==> src/rtl/dm_hart_ctrl.sv <==
`default_nettype none
//============================================================================
// Module   : dm_hart_ctrl
// Desc     : Debug-module run control and abstract register-access sequencer
//            for a single hart. Optional macro DM_HALT_ON_RESET_EN makes the
//            hart leave reset with a halt request pending.
// Revision : 1.0 - initial release
//============================================================================
`ifndef CMD_REGNO_SIZE
`define CMD_REGNO_SIZE 16
`endif
`ifndef DATA_WIDTH
`define DATA_WIDTH 32
`endif

module dm_hart_ctrl #(
  parameter int CMD_TIMEOUT = 255,
  parameter int CNT_W       = 8
) (
  input  logic                       sys_clk,
  input  logic                       sys_rstn,
  input  logic                       haltreq,
  input  logic                       resumereq_w1,
  input  logic                       cmd_req,
  input  logic                       cmd_wr1_rd0,
  input  logic [`CMD_REGNO_SIZE-1:0] cmd_regno,
  input  logic [`DATA_WIDTH-1:0]     cmd_wdata,
  input  logic                       cmderr_clr,
  input  logic                       core_halted,
  input  logic                       core_read_data_valid,
  input  logic [`DATA_WIDTH-1:0]     core_read_data,
  output logic                       core_haltreq,
  output logic                       core_resumereq,
  output logic                       core_reg_access,
  output logic                       core_wr1_rd0,
  output logic [`CMD_REGNO_SIZE-1:0] core_regno,
  output logic [`DATA_WIDTH-1:0]     core_wdata,
  output logic                       cmd_busy,
  output logic                       cmd_done,
  output logic [`DATA_WIDTH-1:0]     cmd_rdata,
  output logic [2:0]                 cmderr,
  output logic                       allhalted,
  output logic                       allrunning,
  output logic                       allresumeack
);

  typedef enum logic [2:0] {
    ST_RUNNING  = 3'd0,
    ST_HALTING  = 3'd1,
    ST_HALTED   = 3'd2,
    ST_CMD      = 3'd3,
    ST_RESUMING = 3'd4
  } state_t;

  localparam logic [CNT_W-1:0] c_timeout    = CNT_W'(CMD_TIMEOUT);
  localparam logic [2:0]       c_err_busy   = 3'd1;
  localparam logic [2:0]       c_err_except = 3'd3;
  localparam logic [2:0]       c_err_halt   = 3'd4;
`ifdef DM_HALT_ON_RESET_EN
  localparam state_t c_rst_state      = ST_HALTING;
  localparam logic   c_rst_haltreq    = 1'b1;
  localparam logic   c_rst_allrunning = 1'b0;
`else
  localparam state_t c_rst_state      = ST_RUNNING;
  localparam logic   c_rst_haltreq    = 1'b0;
  localparam logic   c_rst_allrunning = 1'b1;
`endif

  state_t                     r_state, w_state;
  logic                       r_haltreq, w_haltreq;
  logic                       r_resumereq, w_resumereq;
  logic                       r_access, w_access;
  logic                       r_wr, w_wr;
  logic [`CMD_REGNO_SIZE-1:0] r_regno, w_regno;
  logic [`DATA_WIDTH-1:0]     r_wdata, w_wdata;
  logic                       r_busy, w_busy;
  logic                       r_done, w_done;
  logic [`DATA_WIDTH-1:0]     r_rdata, w_rdata;
  logic [2:0]                 r_cmderr, w_cmderr, w_err_new;
  logic                       r_allhalted, w_allhalted;
  logic                       r_allrunning, w_allrunning;
  logic                       r_ack, w_ack;
  logic [CNT_W-1:0]           r_cnt, w_cnt;

  always_comb begin
    w_state      = r_state;
    w_haltreq    = r_haltreq;
    w_resumereq  = r_resumereq;
    w_access     = r_access;
    w_wr         = r_wr;
    w_regno      = r_regno;
    w_wdata      = r_wdata;
    w_busy       = r_busy;
    w_done       = 1'b0;
    w_rdata      = r_rdata;
    w_err_new    = 3'd0;
    w_allhalted  = r_allhalted;
    w_allrunning = r_allrunning;
    w_ack        = r_ack;
    w_cnt        = r_cnt;

    case (r_state)
      ST_RUNNING: begin
        if (core_halted) begin
          w_state      = ST_HALTED;
          w_allhalted  = 1'b1;
          w_allrunning = 1'b0;
        end else if (haltreq) begin
          w_state   = ST_HALTING;
          w_haltreq = 1'b1;
        end
      end
      ST_HALTING: begin
        if (core_halted) begin
          w_state      = ST_HALTED;
          w_haltreq    = 1'b0;
          w_allhalted  = 1'b1;
          w_allrunning = 1'b0;
        end else if (!haltreq) begin
          w_state      = ST_RUNNING;
          w_haltreq    = 1'b0;
          w_allhalted  = 1'b0;
          w_allrunning = 1'b1;
        end
      end
      ST_HALTED: begin
        if (cmd_req) begin
          w_state  = ST_CMD;
          w_wr     = cmd_wr1_rd0;
          w_regno  = cmd_regno;
          w_wdata  = cmd_wdata;
          w_access = 1'b1;
          w_busy   = 1'b1;
          w_cnt    = '0;
        end else if (resumereq_w1 && !haltreq) begin
          w_state     = ST_RESUMING;
          w_resumereq = 1'b1;
          w_ack       = 1'b0;
        end
      end
      ST_CMD: begin
        w_cnt = r_cnt + 1'b1;
        if (cmd_req) w_err_new = c_err_busy;
        // A completion arriving on the timeout cycle still counts as success.
        if (core_read_data_valid) begin
          if (!r_wr) w_rdata = core_read_data;
          w_done   = 1'b1;
          w_busy   = 1'b0;
          w_access = 1'b0;
          w_state  = ST_HALTED;
        end else if (w_cnt == c_timeout) begin
          w_err_new = c_err_except;
          w_done    = 1'b1;
          w_busy    = 1'b0;
          w_access  = 1'b0;
          w_state   = ST_HALTED;
        end
      end
      ST_RESUMING: begin
        if (!core_halted) begin
          w_state      = ST_RUNNING;
          w_resumereq  = 1'b0;
          w_ack        = 1'b1;
          w_allrunning = 1'b1;
          w_allhalted  = 1'b0;
        end
      end
      default: w_state = ST_RUNNING;
    endcase

    if (cmd_req && (r_state != ST_HALTED) && (r_state != ST_CMD)) begin
      w_err_new = c_err_halt;
      w_done    = 1'b1;
    end

    if (cmderr_clr)            w_cmderr = 3'd0;
    else if (r_cmderr == 3'd0) w_cmderr = w_err_new;
    else                       w_cmderr = r_cmderr;
  end

  always_ff @(posedge sys_clk or negedge sys_rstn) begin
    if (!sys_rstn) begin
      r_state      <= c_rst_state;
      r_haltreq    <= c_rst_haltreq;
      r_resumereq  <= 1'b0;
      r_access     <= 1'b0;
      r_wr         <= 1'b0;
      r_regno      <= '0;
      r_wdata      <= '0;
      r_busy       <= 1'b0;
      r_done       <= 1'b0;
      r_rdata      <= '0;
      r_cmderr     <= 3'd0;
      r_allhalted  <= 1'b0;
      r_allrunning <= c_rst_allrunning;
      r_ack        <= 1'b0;
      r_cnt        <= '0;
    end else begin
      r_state      <= w_state;
      r_haltreq    <= w_haltreq;
      r_resumereq  <= w_resumereq;
      r_access     <= w_access;
      r_wr         <= w_wr;
      r_regno      <= w_regno;
      r_wdata      <= w_wdata;
      r_busy       <= w_busy;
      r_done       <= w_done;
      r_rdata      <= w_rdata;
      r_cmderr     <= w_cmderr;
      r_allhalted  <= w_allhalted;
      r_allrunning <= w_allrunning;
      r_ack        <= w_ack;
      r_cnt        <= w_cnt;
    end
  end

  assign core_haltreq    = r_haltreq;
  assign core_resumereq  = r_resumereq;
  assign core_reg_access = r_access;
  assign core_wr1_rd0    = r_wr;
  assign core_regno      = r_regno;
  assign core_wdata      = r_wdata;
  assign cmd_busy        = r_busy;
  assign cmd_done        = r_done;
  assign cmd_rdata       = r_rdata;
  assign cmderr          = r_cmderr;
  assign allhalted       = r_allhalted;
  assign allrunning      = r_allrunning;
  assign allresumeack    = r_ack;

endmodule

`default_nettype wire

==> config.mk <==
export PLATFORM = sky130hd
export DESIGN_NAME = dm_hart_ctrl
export DESIGN_NICKNAME = d
export VERILOG_FILES = /design/src/rtl/dm_hart_ctrl.sv
export SDC_FILE = /design/constraint.sdc
export NUM_CORES = 1
export LEC_CHECK = 0
export BUFFER_PORTS_ARGS = -buffer_cell sky130_fd_sc_hd__buf_2
export CAP_MARGIN = 20
export CORE_MARGIN = 2
export CORE_UTILIZATION = 53
export CTS_BUF_LIST = sky130_fd_sc_hd__clkbuf_4
export DETAILED_ROUTE_END_ITERATION = 6
export PLACE_DENSITY = 0.95
export SYNTH_ARGS = -nofsm -noshare
export SYNTH_HDL_FRONTEND = slang
export SYNTH_SLANG_ARGS = --single-unit
==> constraint.sdc <==
create_clock -name sys_clk -period 5.35 [get_ports sys_clk]
set_clock_uncertainty 0.2 [all_clocks]
set_input_delay 1.07 -clock sys_clk [delete_from_list [all_inputs] [get_ports sys_clk]]
set_output_delay 1.07 -clock sys_clk [all_outputs]
set_load 0.01 [all_outputs]
==> results.py, run 1 <==
metrics = {
    "setup_path": {
        "worstPathArrival_ps": 2870,
        "path_cells": "nand3b_1, nor3_4, buf_4, mux2_2",
        "cp-end-kind": "flip-flop",
        "cp-start-kind": "flip-flop",
        "crit_required_ps": 5470,
        "r2r-start": "r_state[2]",
        "cp_max_fo": 28,
        "worst-r2r-setup-slack_ps": 2600,
        "worstSetupPathType": "flip-flop to flip-flop",
        "critPathMaxStageDelay_ps": 640,
        "cp_slowest_cell": "nand3b_1",
        "startpoint": "r_state[2]",
    },
    "timing": {
        "setup_violations": 0,
        "relSlewSlack_pct": 50.8,
        "period_share_pct": 51.4,
        "hold_violations": 0,
        "clock.fmax_ghz": 0.363,
        "hold-worst-slack_ps": 286,
        "tns_ps": 0,
        "layout_setup_ws_ps": 2600,
        "maxSlewViolCount": 0,
        "worst_pin_slew_ps": 736,
        "fin_crit_ps": 2750,
        "grt_setup_unrepaired": "false",
    },
    "yosys": {
        "synth-seq-area-share_pct": 61.1,
        "synth.distinct_cells": 48,
        "yosys-top-cells-area": "dfrtp_1, nand2_1, mux2_2, o21ai_0, clkbuf_1",
        "synth_ff_type": "dfrtp_1",
        "synth_top_area_cell": "dfrtp_1",
        "yosysMostFrequentCell": "nand2_1",
        "synthArstFlopShare_pct": 100,
        "netlist_top_cells_count": "nand2_1, dfrtp_1, mux2_2",
        "syn_inst": 401,
        "synth_edf_count": 0,
        "syn_area_per_cell_um2": 10.4,
        "netlist_area_mm2": 0.00418,
        "yosys_warnings": 0,
        "synth_seq_cells": 102,
        "synth_top_area_share_pct": 60.4,
        "synth_nets": 492,
    },
    "placed_design": {
        "io_buffers": 180,
        "post-place-ws_ps": 2620,
        "place_area_mm2": 0.00516,
        "gp_congestion": 0.894,
        "place_hpwl_um": 6960,
        "place_inst": 666,
    },
    "clock_network": {
        "htree_num_levels": 3,
        "cts.sinks": 102,
        "clkTransAtPathRegs_ps": 160,
        "cts.repair.resized": 0,
        "insertion_delay_ps": 430,
        "cts_setup_buffers": 0,
        "numCtsBuffers": 9,
        "clockRootBuffer": "clkbuf_4",
        "clk_path_buf_depth": 2,
        "cts_tree": "done",
        "postCtsHoldBufs": 0,
    },
    "floorplanning": {
        "die_w_um": 92.8,
        "die_y_um": 92.8,
        "core_area_mm2": 0.00769,
        "dieArea_mm2": 0.00862,
        "initial_utilization_pct": 54.4,
        "ios": 181,
        "rows": 32,
    },
    "grt": {
        "grt_max_degree": 55,
        "first_global_vias": 3456,
        "antenna_found_initial": 0,
        "grt_pass1_wl_um": 15400,
        "overflow": 0,
        "grt_busiest_layer": "met2",
        "gr-usage-met3_pct": 6.18,
        "groute.usage.overall_pct": 22.3,
        "met2_usage_pct": 38.3,
        "gr-usage-met1_pct": 27.5,
    },
    "cells_and_area": {
        "nFillCells": 603,
        "n_antenna_cell": 0,
        "utilization_pct": 68.8,
        "syn_to_final_growth_pct": 26.4,
        "fin_area_mm2": 0.00529,
        "fin_cells": 682,
        "layout-drive-gt1-share_pct": 41.6,
        "layout.nets": 666,
    },
    "pwr": {
        "vdd_ir_drop_max_v": 0.000293,
        "total_leakage_power_nw": 2.82,
        "powerDensity_mw_per_mm2": 543,
        "power_mw": 2.87,
    },
    "flow_run": {
        "drv_cap": 0,
    },
    "detailed_routing": {
        "vias": 3494,
        "drt-initial-drc-count": 185,
        "ant_nets": 0,
        "drt_wl_total_um": 9530,
        "via_per_inst": 5.12,
        "drc": 0,
        "first_pass_iters": 4,
        "wl_per_cell_um": 14.0,
    },
    "status": {
        "status": "finished clean",
    },
    "hold_path": {
        "min_from": "core_wdata[29]",
        "hold_class": "flip-flop to flip-flop",
    },
}
## path summary, 6_finish.rpt
kind	end	cells past startpoint
worst max register to register	cmd_rdata[17]	4
min in group asynchronous	cmd_rdata[24]	1
worst min-delay path	core_wdata[29]	2
worst max-delay path	cmd_rdata[17]	4
worst min register to register	core_wdata[29]	2
max in group asynchronous	r_cnt[5]	2
## report_power, final
group | leakage (nW) | total (mW) | switching (mW) | internal [mW]
combinational | 1.50 | 1.18 | 0.651 | 0.526
sequential | 1.25 | 1.34 | 0.219 | 1.12
clock | 0.0669 | 0.361 | 0.260 | 0.101
## cells by family after synthesis
kind of cell    Yosys count  synth area share, %
simple gates            191                 18.7
flops                   102                 61.1
compound gates           43                 7.12
mux                      34                 9.12
buf+inv                  25                 2.54
xor+xnor                  4                0.838
fa+ha+maj                 2                0.598
## critical path: cells and delay by family (launching register included)
kind	cells	cell delay, ps
buffers and inverters	1	390
flip-flops	1	540
multiplexers	1	390
AND/OR/NAND/NOR	2	1090
## registers in the layout (all words and copies together) (netlist names), 3 cells and up
| register | count |
|---|---|
| r_state | 3 |
| core_wdata | 32 |
| cmderr | 3 |
| r_cnt | 8 |
| core_regno | 16 |
| cmd_rdata | 32 |
## cell usage in the layout, fill, tap and decap left out, types with 4 or more instances in the layout
cell type	netlist	final
inv_1	4	4
dfrtp_1	101	101
clkbuf_4	0	9
nor2_1	12	12
buf_2	7	179
buf_4	1	5
nor3_1	5	4
nand2_1	156	156
a21oi_1	5	5
o21ai_0	14	14
mux2_2	30	30
nand3_1	4	4
## metal layers
layer  up-vias  wire length [µm]
met2       136              4740
li1       1669                 -
met3        11               803
met5         -                 0
met4         0                93
met1      1678              3890
## layout make-up
cell class / count / area [µm²] / share of cell area (%)
Sequential cell: 102 / 2550 / 48.3
Multi-Input combinational cell: 274 / 1530 / 29.0
Timing Repair Buffer: 184 / 933 / 17.7
Tap cell: 102 / 128 / 2.41
Clock buffer: 9 / 67.6 / 1.28
Clock inverter: 7 / 56.3 / 1.06
Inverter: 4 / 15.0 / 0.284
(Power assumes the default switching activity.)
==> inputs of run 2 (changes only) <==
Settings changed: CORE_UTILIZATION 53 to 44, PLACE_DENSITY 0.95 to 0.87.
Clock period 5.35 ns to 2.4 ns, I/O delays scaled along.
==> run 2 against run 1 <==
Die area grew 20%. Count of clock-buffer cells in the layout is the same. Sequential share of layout area down 4.5 points. Maximum frequency up 34%. Final area up 10%. Final cell count rose by 11%.
==> results.py, run 2 (synthesis results as in run 1) <==
metrics = {
    "floorplanning": {
        "die_w_um": 102,
        "die_y_um": 102,
        "rows": 35,
        "dieArea_mm2": 0.0103,
        "core_area_mm2": 0.00924,
        "initial_utilization_pct": 45.3,
        "ios": 181,
    },
    "pwr": {
        "power_mw": 6.51,
        "clockPowerShare_pct": 12.1,
        "total_leakage_power_nw": 3.02,
        "power.switching_mw": 2.54,
        "combPwrFrac_pct": 42.2,
        "swShare_pct": 39.1,
        "p_int_mw": 3.97,
        "seq_power_share_pct": 45.7,
        "powerDensity_mw_per_mm2": 1120,
        "vdd_ir_drop_max_v": 0.000563,
    },
    "setup_path": {
        "worst-r2r-setup-slack_ps": 350,
        "path_cells": "ha_1, nand3_2, or3_4, a2111o_1, a211oi_2",
        "cp-start-kind": "flip-flop",
        "worstPathArrival_ps": 2240,
        "cp-end-kind": "flip-flop",
        "cp_slowest_cell": "a2111o_1",
        "worstSetupPathType": "flip-flop to flip-flop",
        "crit_required_ps": 2590,
        "cp_max_fo": 4,
        "critical_path.top_delay_family": "compound AO/OA/AOI/OAI gates",
        "critPathMaxStageDelay_ps": 450,
        "crit_buf_inv": 0,
    },
    "detailed_routing": {
        "via_per_inst": 4.85,
        "vias": 3670,
        "first_pass_iters": 4,
        "drc": 0,
        "wl_per_cell_um": 13.6,
        "drt-initial-drc-count": 120,
        "ant_nets": 0,
        "drt_wl_total_um": 10300,
    },
    "timing": {
        "period_share_pct": 85.5,
        "grt_setup_unrepaired": "false",
        "hold_violations": 0,
        "relSlewSlack_pct": 70.9,
        "tns_ps": 0,
        "setup_violations": 0,
        "clock.fmax_ghz": 0.487,
        "worst_pin_slew_ps": 432,
        "fin_crit_ps": 2050,
        "maxSlewViolCount": 0,
        "layout_setup_ws_ps": 347,
    },
    "grt": {
        "grt_max_degree": 54,
        "grt_pass1_wl_um": 15800,
        "first_global_vias": 3493,
        "antenna_found_initial": 0,
        "groute.usage.overall_pct": 19.6,
        "overflow": 0,
    },
    "status": {
        "status": "finished clean",
    },
    "clock_network": {
        "cts_setup_buffers": 0,
        "clk_path_buf_depth": 2,
        "cts.sinks": 102,
        "numCtsBuffers": 9,
        "postCtsHoldBufs": 43,
        "insertion_delay_ps": 450,
        "htree_num_levels": 3,
        "clkTransAtPathRegs_ps": 160,
        "cts_tree": "done",
        "cts.repair.resized": 0,
        "clockRootBuffer": "clkbuf_4",
    },
    "placed_design": {
        "place_hpwl_um": 6870,
        "io_buffers": 180,
        "post-place-ws_ps": 353,
        "gp_congestion": 0.817,
    },
    "cells_and_area": {
        "n_antenna_cell": 0,
        "nFillCells": 709,
        "utilization_pct": 63.0,
        "final_common_cell": "buf_2",
        "syn_to_final_growth_pct": 39.2,
        "layout_common_cells": "buf_2, nand2_1, dfrtp_1",
        "layout.nets": 714,
        "layout-drive-gt1-share_pct": 38.7,
    },
    "flow_run": {
        "drv_cap": 0,
    },
    "hold_path": {
        "hold_class": "primary input to flip-flop",
    },
}
[run 2: changes by cell type in the layout (fill, tap and decap cells not counted)]
| cell | previous run | this run |
|---|---|---|
| clkinvlp_4 | 1 | 3 |
| clkinv_1 | 0 | 1 |
| dlygate4sd3_1 | 0 | 45 |
| clkinv_4 | 3 | 0 |
| buf_12 | 0 | 3 |
[run 2: worst reg2reg max path: cells and delay by family, from the launching register on]
family,cells,cell delay (ps)
fa+ha+maj,1,260
compound gates,2,620
simple gates,2,480
flops,1,420
[run 2: cell type report]
type / instances / area [µm²] / share of cell area (%)
sequential: 102 / 2550 / 43.8
multi-input combinational: 274 / 1530 / 26.3
timing repair buffer: 232 / 1440 / 24.8
tap: 129 / 161 / 2.77
clock buffer: 9 / 67.6 / 1.16
clock inverter: 7 / 48.8 / 0.838
inverter: 4 / 15.0 / 0.258
[run 2: path summary, 6_finish.rpt]
check,from,endpoint,cells after the start
worst max-delay path,r_cnt[1],cmderr[0],5
worst min-delay path,cmd_wdata[9],core_wdata[9],3
worst max register to register,r_cnt[1],cmderr[0],5
worst min register to register,core_regno[12],core_regno[12],2
max in group asynchronous,sys_rstn,core_wdata[0],3
min in group asynchronous,sys_rstn,cmd_rdata[10],2
[run 2: metal layers]
| layer | routed length [µm] | track usage, % | part of all wire, % |
|---|---|---|---|
| met2 | 5140 | 32.7 | 50 |
| met1 | 4360 | 24.5 | 42 |
| met5 | 0 | 0 | 0 |
| met4 | 153 | 6.86 | 1.5 |
| met3 | 630 | 5.31 | 6.1 |
[run 2: stage by stage]
step / cell area (µm²) / hold slack [ps] / instances
final: 5820 / 32.2 / 757
after CTS: 5800 / 0.321 / 755
after global routing: 5820 / 0.263 / 757
after detailed placement: 5260 / 195 / 696
after floorplan: 4180 / -15.6 / 401
after global placement: 5260 / 183 / 696
[run 2: power by group through the flow]
stage	Clock, mW	Sequential (mW)	Combinational (mW)
finish	0.790	2.98	2.75
global route	0.888	3.07	3.04
CTS	0.837	2.97	2.75
detailed placement	0	2.99	2.70
global placement	0	2.95	2.59
floorplan	0	3.28	1.23
